[src/rtl/rf_writeback_arbiter.sv]
// Merges execute and load write-back onto the single register-file write port
// and tracks pending writes per register for issue-stage hazard checks.
module rf_writeback_arbiter #(
    parameter int REGI_DEPTH   = 32,
    parameter int DATA_WIDTH   = 64,
    parameter int STARVE_LIMIT = 4
) (
    input  logic                          clk,
    input  logic                          rst,
    input  logic                          ex_valid,
    output logic                          ex_ready,
    input  logic [$clog2(REGI_DEPTH)-1:0] ex_waddr,
    input  logic [DATA_WIDTH-1:0]         ex_wdata,
    input  logic                          ld_valid,
    output logic                          ld_ready,
    input  logic [$clog2(REGI_DEPTH)-1:0] ld_waddr,
    input  logic [DATA_WIDTH-1:0]         ld_wdata,
    input  logic                          rsv_valid,
    input  logic [$clog2(REGI_DEPTH)-1:0] rsv_addr,
    input  logic [$clog2(REGI_DEPTH)-1:0] chk_addr1,
    input  logic [$clog2(REGI_DEPTH)-1:0] chk_addr2,
    output logic                          chk_busy1,
    output logic                          chk_busy2,
    output logic                          rf_wen,
    output logic [$clog2(REGI_DEPTH)-1:0] rf_waddr,
    output logic [DATA_WIDTH-1:0]         rf_wdata,
    output logic                          rsv_err,
    output logic                          idle
);

    localparam int AW = $clog2(REGI_DEPTH);
    localparam int CW = $clog2(STARVE_LIMIT + 1);

    logic [CW-1:0]         starve_cnt;
    logic                  starved;
    logic                  ex_fire;
    logic                  ld_fire;
    logic [REGI_DEPTH-1:0] busy;
    logic [REGI_DEPTH-1:0] busy_next;
    logic                  rsv_conflict;

    // Loads normally win; a starved execute request flips the priority for one grant.
    assign starved  = (starve_cnt == CW'(STARVE_LIMIT));
    assign ex_ready = starved ? 1'b1 : !ld_valid;
    assign ld_ready = starved ? !ex_valid : 1'b1;
    assign ex_fire  = ex_valid && ex_ready;
    assign ld_fire  = ld_valid && ld_ready;

    always_ff @(posedge clk or negedge rst) begin
        if (!rst) begin
            starve_cnt <= '0;
        end else if (!ex_valid || ex_fire) begin
            starve_cnt <= '0;
        end else if (!starved) begin
            starve_cnt <= starve_cnt + CW'(1);
        end
    end

    always_ff @(posedge clk or negedge rst) begin
        if (!rst) begin
            rf_wen   <= 1'b0;
            rf_waddr <= '0;
            rf_wdata <= '0;
        end else if (ld_fire) begin
            rf_wen   <= (ld_waddr != '0);
            rf_waddr <= ld_waddr;
            rf_wdata <= ld_wdata;
        end else if (ex_fire) begin
            rf_wen   <= (ex_waddr != '0);
            rf_waddr <= ex_waddr;
            rf_wdata <= ex_wdata;
        end else begin
            rf_wen   <= 1'b0;
        end
    end

    // A reservation landing on the same edge as the retiring write keeps the bit set.
    always_comb begin
        busy_next = busy;
        for (int i = 1; i < REGI_DEPTH; i++) begin
            if (rsv_valid && rsv_addr == AW'(i)) begin
                busy_next[i] = 1'b1;
            end else if (rf_wen && rf_waddr == AW'(i)) begin
                busy_next[i] = 1'b0;
            end
        end
        busy_next[0] = 1'b0;
    end

    assign rsv_conflict = rsv_valid && (rsv_addr != '0) && busy[rsv_addr]
                          && !(rf_wen && rf_waddr == rsv_addr);

    always_ff @(posedge clk or negedge rst) begin
        if (!rst) begin
            busy    <= '0;
            rsv_err <= 1'b0;
        end else begin
            busy <= busy_next;
            if (rsv_conflict) begin
                rsv_err <= 1'b1;
            end
        end
    end

    assign chk_busy1 = (chk_addr1 != '0) && busy[chk_addr1];
    assign chk_busy2 = (chk_addr2 != '0) && busy[chk_addr2];
    assign idle      = (busy == '0) && !rf_wen;

endmodule

[config.mk]
export PLATFORM = sky130hd
export DESIGN_NAME = rf_writeback_arbiter
export DESIGN_NICKNAME = d
export VERILOG_FILES = /design/src/rtl/rf_writeback_arbiter.sv
export SDC_FILE = /design/constraint.sdc
export NUM_CORES = 1
export LEC_CHECK = 0
export BUFFER_PORTS_ARGS = -buffer_cell sky130_fd_sc_hd__buf_2
export CAP_MARGIN = 20
export CORE_UTILIZATION = 48
export CTS_CLUSTER_DIAMETER = 120
export DETAILED_ROUTE_END_ITERATION = 10
export GPL_ROUTABILITY_DRIVEN = 1
export HOLD_SLACK_MARGIN = 0.08
export PLACE_DENSITY = 0.88
export SYNTH_ARGS = -nofsm -noshare
export SYNTH_HDL_FRONTEND = slang
export SYNTH_SLANG_ARGS = --single-unit
export TNS_END_PERCENT = 5
[constraint.sdc]
create_clock -name clk -period 2 [get_ports clk]
set_input_delay 0.2 -clock clk [delete_from_list [all_inputs] [get_ports clk]]
set_output_delay 0.2 -clock clk [all_outputs]
set_load 0.05 [all_outputs]
# --- After elaboration in Yosys (flattened, before gate mapping) ---
# Cells that the tools add are included.
totals:
  regBits: 105
  input_bits: 158
  output_inout_bits: 76
  elab_cells: 297
op_classes:
  addsub: 1
  order_cmp: 3
  n_eq_ne: 65
  n_mux: 78
  n_reduce_logical: 114
ops:
  columns: ["op", "n"]
  rows:
  - ["equality test 5 bit, second input constant", 32]
  - ["two-way mux 64 bit", 2]
  - ["equality test 5 x 4 -> 1 bit, second input constant", 16]
  - ["logical AND 1 bit", 71]
  - ["two-way mux 1 bit", 69]
  - ["nonzero test 2 bit", 32]
  - ["equality test 5 x 3 -> 1 bit, second input constant", 8]
  - ["logical NOT 32 bit", 1]
  - ["nonzero test 5 bit", 5]
  - ["equality test 5 x 2 -> 1 bit, second input constant", 4]
  - ["< comparator 5 x 6 -> 1 bit, second input constant", 3]
  - ["binary-select mux 1 bit (select 5 bit)", 3]
  - ["equality test 5 x 1 -> 1 bit, second input constant", 2]
  - ["two-way mux 5 bit", 2]
  - ["two-way mux 3 bit", 2]
  - ["equality test 5 bit", 1]
  - ["logical NOT 1 bit", 4]
  - ["adder 3 x 1 -> 3 bit, second input constant", 1]
  - ["equality test 3 bit, second input constant", 1]
  - ["inequality test 2 x 1 -> 1 bit, second input constant", 1]
  - ["logical OR 1 bit", 1]

# --- Depth between registers and ports, before layout ---
# Gate-level depths: netlist (run 1).
logic_depth:
  word_depth: 5
  depth_mapped: 8
  ltp_nobuf: 6

# --- Worst setup path before layout (run 1) ---
# Ideal clock, no wire load.
synth_timing:
  kind: "input port to output port"
  start: "in chk_addr1[2]"
  end: "out chk_busy1"
  arrival_time_ps: 2501
  required_time_ps: 1800
  path_slack_ps: -701
  path_stages: 5
  path_buffers: 1
  cell_sequence: "clkbuf_1 > mux2i_1 > nor3b_1 > a211oi_1 > o41ai_1"
synth_between:
  elab_chain_len: 3
  word_cells_on_any_way: 4
  cone_classes: "mux (2); reduce/logical (2)"
synth_lines:
  columns: ["element", "line_no", "text"]
  rows:
  - ["start: declaration", "20", "input logic [$clog2(REGI_DEPTH)-1:0] chk_addr1,"]
  - ["binary-select mux 1 bit (select 5 bit)", "105", "assign chk_busy1 = (chk_addr1 != '0) && busy[chk_addr1];"]
  - ["two-way mux 1 bit (implied by the code)", "105", null]
  - ["logical AND 1 bit (*)", "105", null]
  - ["end: declaration", "22", "output logic chk_busy1,"]
# Mark *: on every way between the ends. The rest lies on a longest branch, timed or not. The select of a mux whose other input is x is not followed.

# --- Worst setup path in the final report (run 1) ---
layout_timing:
  start: "reg busy[24]"
  end: "out chk_busy1"
layout_between:
  elab_chain_len: 3
layout_lines:
  columns: ["element", "line_no", "text"]
  rows:
  - ["start: declaration", "38", "logic [REGI_DEPTH-1:0] busy;"]
  - ["start signal: assignment", "98", "busy <= busy_next;"]
  - ["binary-select mux 1 bit (select 5 bit)", "105", null]
  - ["two-way mux 1 bit (implied by the code)", "105", null]
  - ["logical AND 1 bit", "105", null]
# No other way between the ends. The select of a mux whose other input is x is not followed.

==> summary.txt, run 1 <==
Post-Syn Nets = 714
Initial antenna violation count = 1
Vias/cell = 6.04
DR vias = 5921
Crit Path Max Fanout = 5
Ports = 234
DP Wirelength = 12600 um
Status = finished, violations left
Post-Synthesis Cells = 554
WL/cell = 20.0 um
Most common cell after layout, fill and taps aside = buf_2
Warnings from Yosys = 0
First-pass GRT wire length = 30400 um
Clk pin slew, worst setup/hold paths = 110 ps
Die area = 11600 um2
Width of the die = 108 um
Final ANT Viol Nets = 0
Buffers added on ports = 233
Pleak = 3.36 nW
CP Launch Type = flip-flop
Gr ovfl total = 0
Setup slack after placement = -86.0 ps
Worst EP required = 1800 ps
Most frequent cells in the layout = buf_2, nor2_1, dfrtp_1
Synth cell types = 41
Hold depth = 3
Post-layout util = 0.693
All-Layer GR Usage = 0.345
Normalized max-slew margin = 0.675
Hold Path Class = primary input to flip-flop
GP Congestion = 0.925
Peak supply drop = 0.580 mV
Yosys reg bits = 105
Final worst setup slack = -308 ps
Reg area = 2630 um2
Routed WL = 19600 um
Drt pass-1 iters = 6
Post-synth top area cell = dfrtp_1
# rows = 38
Worst R2R Path Depth = 5
Placed Area = 6780 um2
Clock latency on the worst-skew pair = 360 ps
Vias in the first global route = 5989
Final worst-path cycle share = 1.15
Sequential element share of the synthesized area = 0.491
Hold Worst Slack = 86.7 ps
Starting density of the core = 0.494
Cell Pwr Density = 872 nW/um2
Syn Std Cell Area = 5360 um2
CTS H-tree lvls = 3
CTS tree = built
DRC = 0
Synth area leaders = dfrtp_1, nor2_1, mux4_2
Max cap viols = 0
WS Path Type = flip-flop to output port
Area of the multi-input gates = 2570 um2
Number of buffers created by CTS = 9
Final Slew Violations = 0
Setup crit end kind = output port
Core outline area = 10800 um2
Crit path arrival time = 2110 ps
Final hold violation count = 0
RSZ-0062 raised after global routing = yes
Layout cells sized above 1 = 0.375
Max clock buf depth = 2
Setup violators final = 3
Clk sinks = 105
Layout Skew = 11.4 ps
Failing checks = setup timing
Largest net degree at the start of global routing = 65
Fillers = 763
Area Overhead vs Synth = 40.3%
Worst-margin pin slew = 483 ps
Mapped Avg Cell Area = 9.67 um2
Final nets = 994
Die H = 108 um
Final Cell Area = 7520 um2
Synth top area share = 0.491
Root Driver = clkbuf_8
Tot Pwr = 0.00656 W
Initial DRC Count = 536
F_max = 0.433 GHz
Minimum clock period = 2310 ps
cell usage after synthesis, drive strengths merged:
cell type	instances
a211oi	2
a21boi	1
a221oi	1
a311oi	1
a31o	2
a31oi	1
and2	2
and3	1
buf	17
clkbuf	23
dfrtp	105
ha	2
inv	6
mux2	7
mux2i	7
mux4	22
nand2	12
nand2b	7
nand3	9
nand3b	1
nand4	4
nand4b	2
nor2	150
nor2b	4
nor3b	2
nor4	11
o2111ai	1
o211a	1
o21ai	62
o22ai	70
o311a	1
o311ai	1
o41ai	3
or2	4
or3	1
or4	2
xnor2	2
xor2	4
cells by family (layout without fill, tap and decap cells):
group / Yosys count / in the layout / share of synthesized area
AND/OR/NAND/NOR: 212 / 212 / 0.172
other: 0 / 1 / 0
flip-flops: 105 / 105 / 0.491
adder cells (fa/ha/maj): 2 / 2 / 0.00467
XOR/XNOR: 6 / 6 / 0.00981
AO/OA/AOI/OAI: 147 / 147 / 0.164
buffers and inverters: 46 / 331 / 0.0378
multiplexers: 36 / 36 / 0.122
stage by stage:
| stage | TNS [ps] | cells |
|---|---|---|
| 2_1_floorplan | -427 | 554 |
| 3_3_place_gp | -38.7 | 907 |
| 3_5_place_dp | -86.0 | 907 |
| 4_1_cts | -586 | 979 |
| 5_1_grt | -832 | 980 |
| 6_report | -593 | 980 |
registers in the layout, summed over array words and instances (netlist names):
signal and flops:
busy 31, rf_wdata 64, rf_wen 1, starve_cnt 3
rf_waddr 5, rsv_err 1
critical path: stages, from the launching register on:
cell and delay, ps:
dfrtp_1 440, mux4_2 480, mux4_2 480, nand2_2 110, o41ai_4 80, buf_6 170
what timing repair did:
action | in CTS | in global routing
resized for setup | 9 | 1
hold buffers | 51 | 0
buffers inserted | 5 | 0
pin swaps | 2 | 0
setup endpoints to repair | 3 | 4
endpoints found under the hold margin | 67 | 0
final timing paths:
kind | from | to | slack [ps]
setup / recovery | busy[24]$_DFFE_PN0P_ | chk_busy1 | -310
hold / removal | ld_wdata[45] | rf_wdata[45]$_DFFE_PN0P_ | 90
setup reg to reg | busy[19]$_DFFE_PN0P_ | rsv_err$_DFFE_PN0P_ | 280
hold reg to reg | starve_cnt[0]$_DFFE_PN0P_ | starve_cnt[0]$_DFFE_PN0P_ | 480
max in group asynchronous | rst | busy[15]$_DFFE_PN0P_ | 1120
min in group asynchronous | rst | busy[16]$_DFFE_PN0P_ | 280
power breakdown:
group          leakage (nW)  internal (W)  switching, W  total, W
Sequential             1.18       0.00250      0.000415   0.00291
Clock                0.0879      0.000468      0.000788   0.00126
Combinational          2.10      0.000997       0.00139   0.00239
Total                  3.36       0.00396       0.00259   0.00656
layout make-up:
| class | instances | area share |
|---|---|---|
| Sequential cell | 105 | 0.350 |
| Multi-Input combinational cell | 403 | 0.341 |
| Timing Repair Buffer | 309 | 0.259 |
| Tap cell | 140 | 0.0233 |
| Clock buffer | 9 | 0.0165 |
| Clock inverter | 7 | 0.00716 |
| Inverter | 6 | 0.00300 |
| Antenna cell | 1 | 0.000333 |
metal layers:
metal  GRT usage  routed length [um]
met5           0                   0
met4       0.210                1410
met3      0.0860                1880
met2       0.563                9290
met1       0.410                7040
(Power assumes the default switching activity.)
==> run 2, diff against run 1 <==
--- a/config.mk
+++ b/config.mk
@@ -5,9 +5,11 @@
 export SDC_FILE = /design/constraint.sdc
 export NUM_CORES = 1
 export LEC_CHECK = 0
+export ABC_CLOCK_PERIOD_IN_PS = 2000
 export BUFFER_PORTS_ARGS = -buffer_cell sky130_fd_sc_hd__buf_2
 export CAP_MARGIN = 20
 export CORE_UTILIZATION = 48
+export CTS_BUF_LIST = sky130_fd_sc_hd__clkbuf_16
 export CTS_CLUSTER_DIAMETER = 120
 export DETAILED_ROUTE_END_ITERATION = 10
 export GPL_ROUTABILITY_DRIVEN = 1
==> summary.txt, run 2 (same netlist as run 1, synthesis figures left out) <==
Status = finished, violations left
Failing checks = setup timing
Max clock buf depth = 2 (unchanged)
Routed WL = 16400 um (-17%)
Clock power share = 0.247 (+0.055)
WS Path Type = flip-flop to output port
Normalized max-slew margin = 0.674 (-0.00115)
Hold Worst Slack = 93.7 ps (+7.02 ps)
Clk pin slew, worst setup/hold paths = 70 ps (-40 ps)
Cell Pwr Density = 961 nW/um2 (+10%)
DP Wirelength = 12600 um (unchanged)
Final worst-path cycle share = 1.15 (-0.00833)
Sequential share of power = 0.426 (-0.018)
Vias in the first global route = 5156 (-14%)
Area of the multi-input gates = 2570 um2 (unchanged)
Setup slack after placement = -86.0 ps (unchanged)
Setup crit end kind = output port
F_max = 0.436 GHz (+0.73%)
Gr ovfl total = 0 (unchanged)
Minimum clock period = 2290 ps (-16.7 ps)
Largest regs = rf_wdata: 64 flops, busy: 31 flops, rf_waddr: 5 flops
Biggest register = rf_wdata
Ant diodes = 0 (-1)
Peak supply drop = 0.572 mV (-1.2%)
Buffers added on ports = 233 (unchanged)
Reg area = 2630 um2 (about the same)
Hold Path Class = primary input to flip-flop
Initial antenna violation count = 0 (-1)
Max cap viols = 0 (unchanged)
P_sw = 0.00255 W (-1.6%)
Clock latency on the worst-skew pair = 340 ps (-20 ps)
WL/cell = 17.6 um (-12%)
Vias/cell = 5.74 (-5.0%)
Post-layout util = 0.656 (-0.0376)
Width of the die = 108 um (unchanged)
Hold Crit Start = ld_wdata[34]
P_int = 0.00428 W (+8.1%)
Crit path max-delay cell type = mux4_2
Final hold violation count = 0 (unchanged)
Drt pass-1 iters = 7 (+1)
Final worst setup slack = -291 ps (+16.7 ps)
CP Launch Type = flip-flop
Starting density of the core = 0.494 (unchanged)
DRC = 0 (unchanged)
Most common cell after layout, fill and taps aside = buf_2
Final ANT Viol Nets = 0 (unchanged)
Core outline area = 10800 um2 (unchanged)
Clk sinks = 105 (unchanged)
Area Overhead vs Synth = 32.7%
FF-to-FF Start = starve_cnt[0]$_DFFE_PN0P_
Initial DRC Count = 339 (-37%)
Root Driver = clkbuf_16
Die H = 108 um (unchanged)
Slowest Stage Delay on Critical Path = 480 ps (about the same)
Critical path launch point = busy[25]$_DFFE_PN0P_
Most frequent cells in the layout = buf_2, nor2_1, dfrtp_1
Worst-path cell chain = mux4_2 > mux4_2 > nand2_2 > o41ai_4 > buf_6
Switching Fraction = 0.373 (-0.0221)
Crit path arrival time = 2090 ps (-20 ps)
Layout Skew = 5.64 ps (-5.79 ps)
Largest net degree at the start of global routing = 65 (unchanged)
Final nets = 943 (-5.1%)
Worst EP required = 1800 ps (about the same)
Crit Path Max Fanout = 5 (unchanged)
Ports = 234 (unchanged)
CTS tree = built
All-Layer GR Usage = 0.291 (-0.0545)
Comb pwr share = 0.328 (-0.036)
Number of buffers created by CTS = 9 (unchanged)
Crit path top cell by count = mux4_2
RSZ-0062 raised after global routing = yes
Setup violators final = 2 (-1)
Worst-margin pin slew = 485 ps (+1.71 ps)
GP Congestion = 0.925 (unchanged)
Final Slew Violations = 0 (unchanged)
Max FFs per register = 64 (unchanged)
Layout cells sized above 1 = 0.400 (+0.0243)
CTS H-tree lvls = 3 (unchanged)
Die area = 11600 um2 (unchanged)
Pleak = 3.19 nW (-5.0%)
First-pass GRT wire length = 25800 um (-15%)
Fillers = 882 (+16%)
DR vias = 5327 (-10%)
# rows = 38 (unchanged)
## run 2: path summary, 6_finish.rpt
check	cells past startpoint	to	slack, ps
setup reg to reg	7	rf_wdata[7]$_DFFE_PN0P_	300
max in group asynchronous	3	busy[8]$_DFFE_PN0P_	1090
hold / removal	3	rf_wdata[34]$_DFFE_PN0P_	90
setup / recovery	5	chk_busy1	-290
min in group asynchronous	2	busy[16]$_DFFE_PN0P_	320
hold reg to reg	1	starve_cnt[0]$_DFFE_PN0P_	470
## run 2: area by class of cell
cell class	instances	area share
clock inverter	7	0.00757
tap	140	0.0246
multi-input combinational	403	0.361
clock buffer	9	0.0317
sequential	105	0.370
timing repair buffer	258	0.202
inverter	6	0.00317
## run 2: per-layer routing
layer,up-vias,part of all wire,track usage
li1,2474,-,-
met1,2515,0.38,0.364
met2,284,0.48,0.473
met3,54,0.089,0.0763
met4,0,0.045,0.129
met5,-,0,0
## run 2: power by group through the flow
stage	clock, W	combinational (W)	sequential, W
after detailed placement	0	0.00214	0.00294
final	0.00169	0.00224	0.00291
after global routing	0.00179	0.00240	0.00295
after global placement	0	0.00210	0.00290
after CTS	0.00171	0.00222	0.00289
after floorplan	0	0.000966	0.00332
## run 2: what timing repair did
item | 4_1_cts | 5_1_grt
endpoints found under the hold margin | 25 | 0
resized for setup | 7 | 3
setup endpoints to repair | 2 | 3
pin swaps | 2 | 1
hold buffers | 1 | 0
buffers inserted | 3 | 1
## run 2: metrics by stage
step	instance area (um2)	setup TNS, ps	total power, W	instances
after floorplan	5390	-427	0.00429	554
after CTS	7100	-541	0.00681	927
after detailed placement	6780	-86.0	0.00508	907
after global routing	7110	-729	0.00715	928
final	7110	-533	0.00683	928
after global placement	6780	-38.7	0.00501	907
## run 2: worst max-delay path, delay by kind of cell, from the launching register on
kind / cells / cell delay, ps
AND/OR/NAND/NOR: 1 / 120
AO/OA/AOI/OAI: 1 / 80
multiplexers: 2 / 940
flip-flops: 1 / 450
buffers and inverters: 1 / 170
==> run 3, diff against run 2 <==
--- a/config.mk
+++ b/config.mk
@@ -6,7 +6,7 @@
 export NUM_CORES = 1
 export LEC_CHECK = 0
 export ABC_CLOCK_PERIOD_IN_PS = 2000
-export BUFFER_PORTS_ARGS = -buffer_cell sky130_fd_sc_hd__buf_2
+export BUFFER_PORTS_ARGS = -buffer_cell sky130_fd_sc_hd__buf_4
 export CAP_MARGIN = 20
 export CORE_UTILIZATION = 48
 export CTS_BUF_LIST = sky130_fd_sc_hd__clkbuf_16
==> summary.txt, run 3 (same netlist as run 1, synthesis figures left out) <==
Initial antenna violation count = 0 (unchanged)
Most common cell after layout, fill and taps aside = buf_4
Vias/cell = 5.98 (+4.1%)
Comb pwr share = 0.349 (+0.021)
Sequential share of power = 0.411 (-0.015)
Initial DRC Count = 324 (-4.4%)
Layout cells sized above 1 = 0.391 (-0.00894)
Final ANT Viol Nets = 0 (unchanged)
Gr ovfl total = 0 (unchanged)
Largest regs = rf_wdata: 64 flops, busy: 31 flops, rf_waddr: 5 flops
Ant diodes = 0 (unchanged)
Die area = 11600 um2 (unchanged)
# rows = 38 (unchanged)
Root Driver = clkbuf_16
Worst EP required = 1800 ps (about the same)
Hold EP = rf_wdata[62]$_DFFE_PN0P_
CP Launch Type = flip-flop
Final worst setup slack = -294 ps (-2.28 ps)
Clk sinks = 105 (unchanged)
Crit path arrival time = 2090 ps (about the same)
Largest net degree at the start of global routing = 71 (+9.2%)
GP Congestion = 0.893 (-3.5%)
Hold depth = 3 (unchanged)
Status = finished, violations left
P_sw = 0.00252 W (-1.2%)
Max FFs per register = 64 (unchanged)
Crit path max-delay cell type = mux4_2
P_int = 0.00456 W (+6.6%)
Number of buffers created by CTS = 9 (unchanged)
Worst-margin pin slew = 499 ps (+13.9 ps)
Width of the die = 108 um (unchanged)
Ports = 234 (unchanged)
WL/cell = 19.4 um (+10%)
Hold Crit Start = ld_wdata[62]
Core outline area = 10800 um2 (unchanged)
Worst-path cell chain = mux4_2 > mux4_2 > nand2_2 > o41ai_4 > buf_6
Slowest Stage Delay on Critical Path = 480 ps (about the same)
Vias in the first global route = 5414 (+5.0%)
Setup tns final = -564 ps (-31.3 ps)
Hold Worst Slack = 90.2 ps (-3.50 ps)
Reg-to-reg endpoint = rf_wdata[1]$_DFFE_PN0P_
Failing checks = setup timing
Setup crit end kind = output port
Clock power share = 0.240 (-0.007)
Worst R2R Path Depth = 7 (unchanged)
Buffers added on ports = 233 (unchanged)
Switching Fraction = 0.356 (-0.0177)
Drt pass-1 iters = 5 (-2)
Biggest register = rf_wdata
WS Path Type = flip-flop to output port
Die H = 108 um (unchanged)
Final hold violation count = 0 (unchanged)
Cell Pwr Density = 926 nW/um2 (-3.7%)
RSZ-0062 raised after global routing = yes
Peak supply drop = 0.463 mV (-19%)
Layout Skew = 9.90 ps (+4.26 ps)
All-Layer GR Usage = 0.318 (+0.0276)
Pleak = 3.40 nW (+6.6%)
WP buf/inv = 1 (unchanged)
Routed WL = 18000 um (+9.8%)
FF-to-FF Start = starve_cnt[0]$_DFFE_PN0P_
Reg2Reg Setup Slack = 150 ps (-150 ps)
Clock latency on the worst-skew pair = 350 ps (about the same)
Most frequent cells in the layout = buf_4, nor2_1, dfrtp_1
Area Overhead vs Synth = 42.9%
CTS tree = built
First-pass GRT wire length = 27700 um (+7.5%)
Final Slew Violations = 0 (unchanged)
Crit Path Max Fanout = 5 (unchanged)
Max clock buf depth = 2 (unchanged)
Hold Path Class = primary input to flip-flop
Top delay family on crit path = multiplexers
Final worst-path cycle share = 1.15 (about the same)
CTS H-tree lvls = 3 (unchanged)
Clk pin slew, worst setup/hold paths = 70 ps (about the same)
F_max = 0.436 GHz (about the same)
Setup violators final = 2 (unchanged)
DP Wirelength = 13600 um (+7.9%)
Crit path top cell by count = mux4_2
DR vias = 5517 (+3.6%)
Final nets = 939 (-0.42%)
Minimum clock period = 2290 ps (+2.28 ps)
Max cap viols = 0 (unchanged)
Normalized max-slew margin = 0.665 (-0.00934)
Starting density of the core = 0.494 (unchanged)
DRC = 0 (unchanged)
## run 3: cell types whose count changed in the layout (fill, tap and decap cells not counted), sizes merged
cell,previous run,this run
bufinv,0,1
buf,256,253
clkinvlp,2,0
clkbuf,10,9
## run 3: worst register-to-register path, cell delays in order, from the launching register on
cell and delay, ps:
dfrtp_1 390, inv_1 60, ha_1 200, a21boi_0 300, nand2b_2 210, buf_12 250
o22ai_1 220, nor2_1 140
## run 3: area by class of cell
type / instances / area (um2)
clock inverter: 6 / 53.8
fill: 816 / 3180
sequential: 105 / 2630
timing repair buffer: 254 / 1980
clock buffer: 9 / 225
multi-input combinational: 403 / 2570
inverter: 6 / 22.5
tap: 140 / 175
## run 3: worst max-delay path by stage
stage / from / to / slack (ps) / cells past startpoint
finish: busy[23]$_DFFE_PN0P_ / chk_busy1 / -290 / 5
global route: busy[18]$_DFFE_PN0P_ / chk_busy1 / -340 / 5
CTS: busy[23]$_DFFE_PN0P_ / chk_busy1 / -300 / 5
detailed placement: busy[25]$_DFFE_PN0P_ / chk_busy1 / -50 / 5
global placement: chk_addr1[0] / chk_busy1 / 10 / 6
floorplan: starve_cnt[0]$_DFFE_PN0P_ / rf_waddr[0]$_DFFE_PN0P_ / -10 / 7
## run 3: what timing repair did
action                                 CTS  global route
setup buffers                            6             0
pin swaps                                2             0
gates resized for setup                  6             1
hold buffers                             1             0
setup endpoints to repair                2             3
endpoints found under the hold margin   34             0
## run 3: power groups by stage
| stage | Sequential (W) | Combinational [W] | Clock [W] |
|---|---|---|---|
| global route | 0.00296 | 0.00262 | 0.00180 |
| detailed placement | 0.00294 | 0.00235 | 0 |
| global placement | 0.00290 | 0.00229 | 0 |
| CTS | 0.00289 | 0.00246 | 0.00171 |
| floorplan | 0.00332 | 0.000966 | 0 |
| finish | 0.00291 | 0.00247 | 0.00170 |
## run 3: routing by layer
| metal | vias up | wire [um] | global-route usage |
|---|---|---|---|
| met5 | - | 0 | 0 |
| met2 | 305 | 9180 | 0.543 |
| met1 | 2697 | 6470 | 0.376 |
| met3 | 53 | 1630 | 0.0835 |
| met4 | 0 | 676 | 0.144 |
| li1 | 2462 | - | - |
## run 3: metrics by stage
stage | total power, W | instances | setup slack [ps] | area (um2) | util
final | 0.00709 | 923 | -294 | 7660 | 0.706
after global routing | 0.00737 | 923 | -344 | 7660 | 0.706
after CTS | 0.00706 | 923 | -299 | 7650 | 0.706
after detailed placement | 0.00529 | 901 | -48.8 | 7310 | 0.674
after global placement | 0.00519 | 900 | 13.1 | 7290 | 0.673
after floorplan | 0.00429 | 554 | -9.94 | 5390 | -
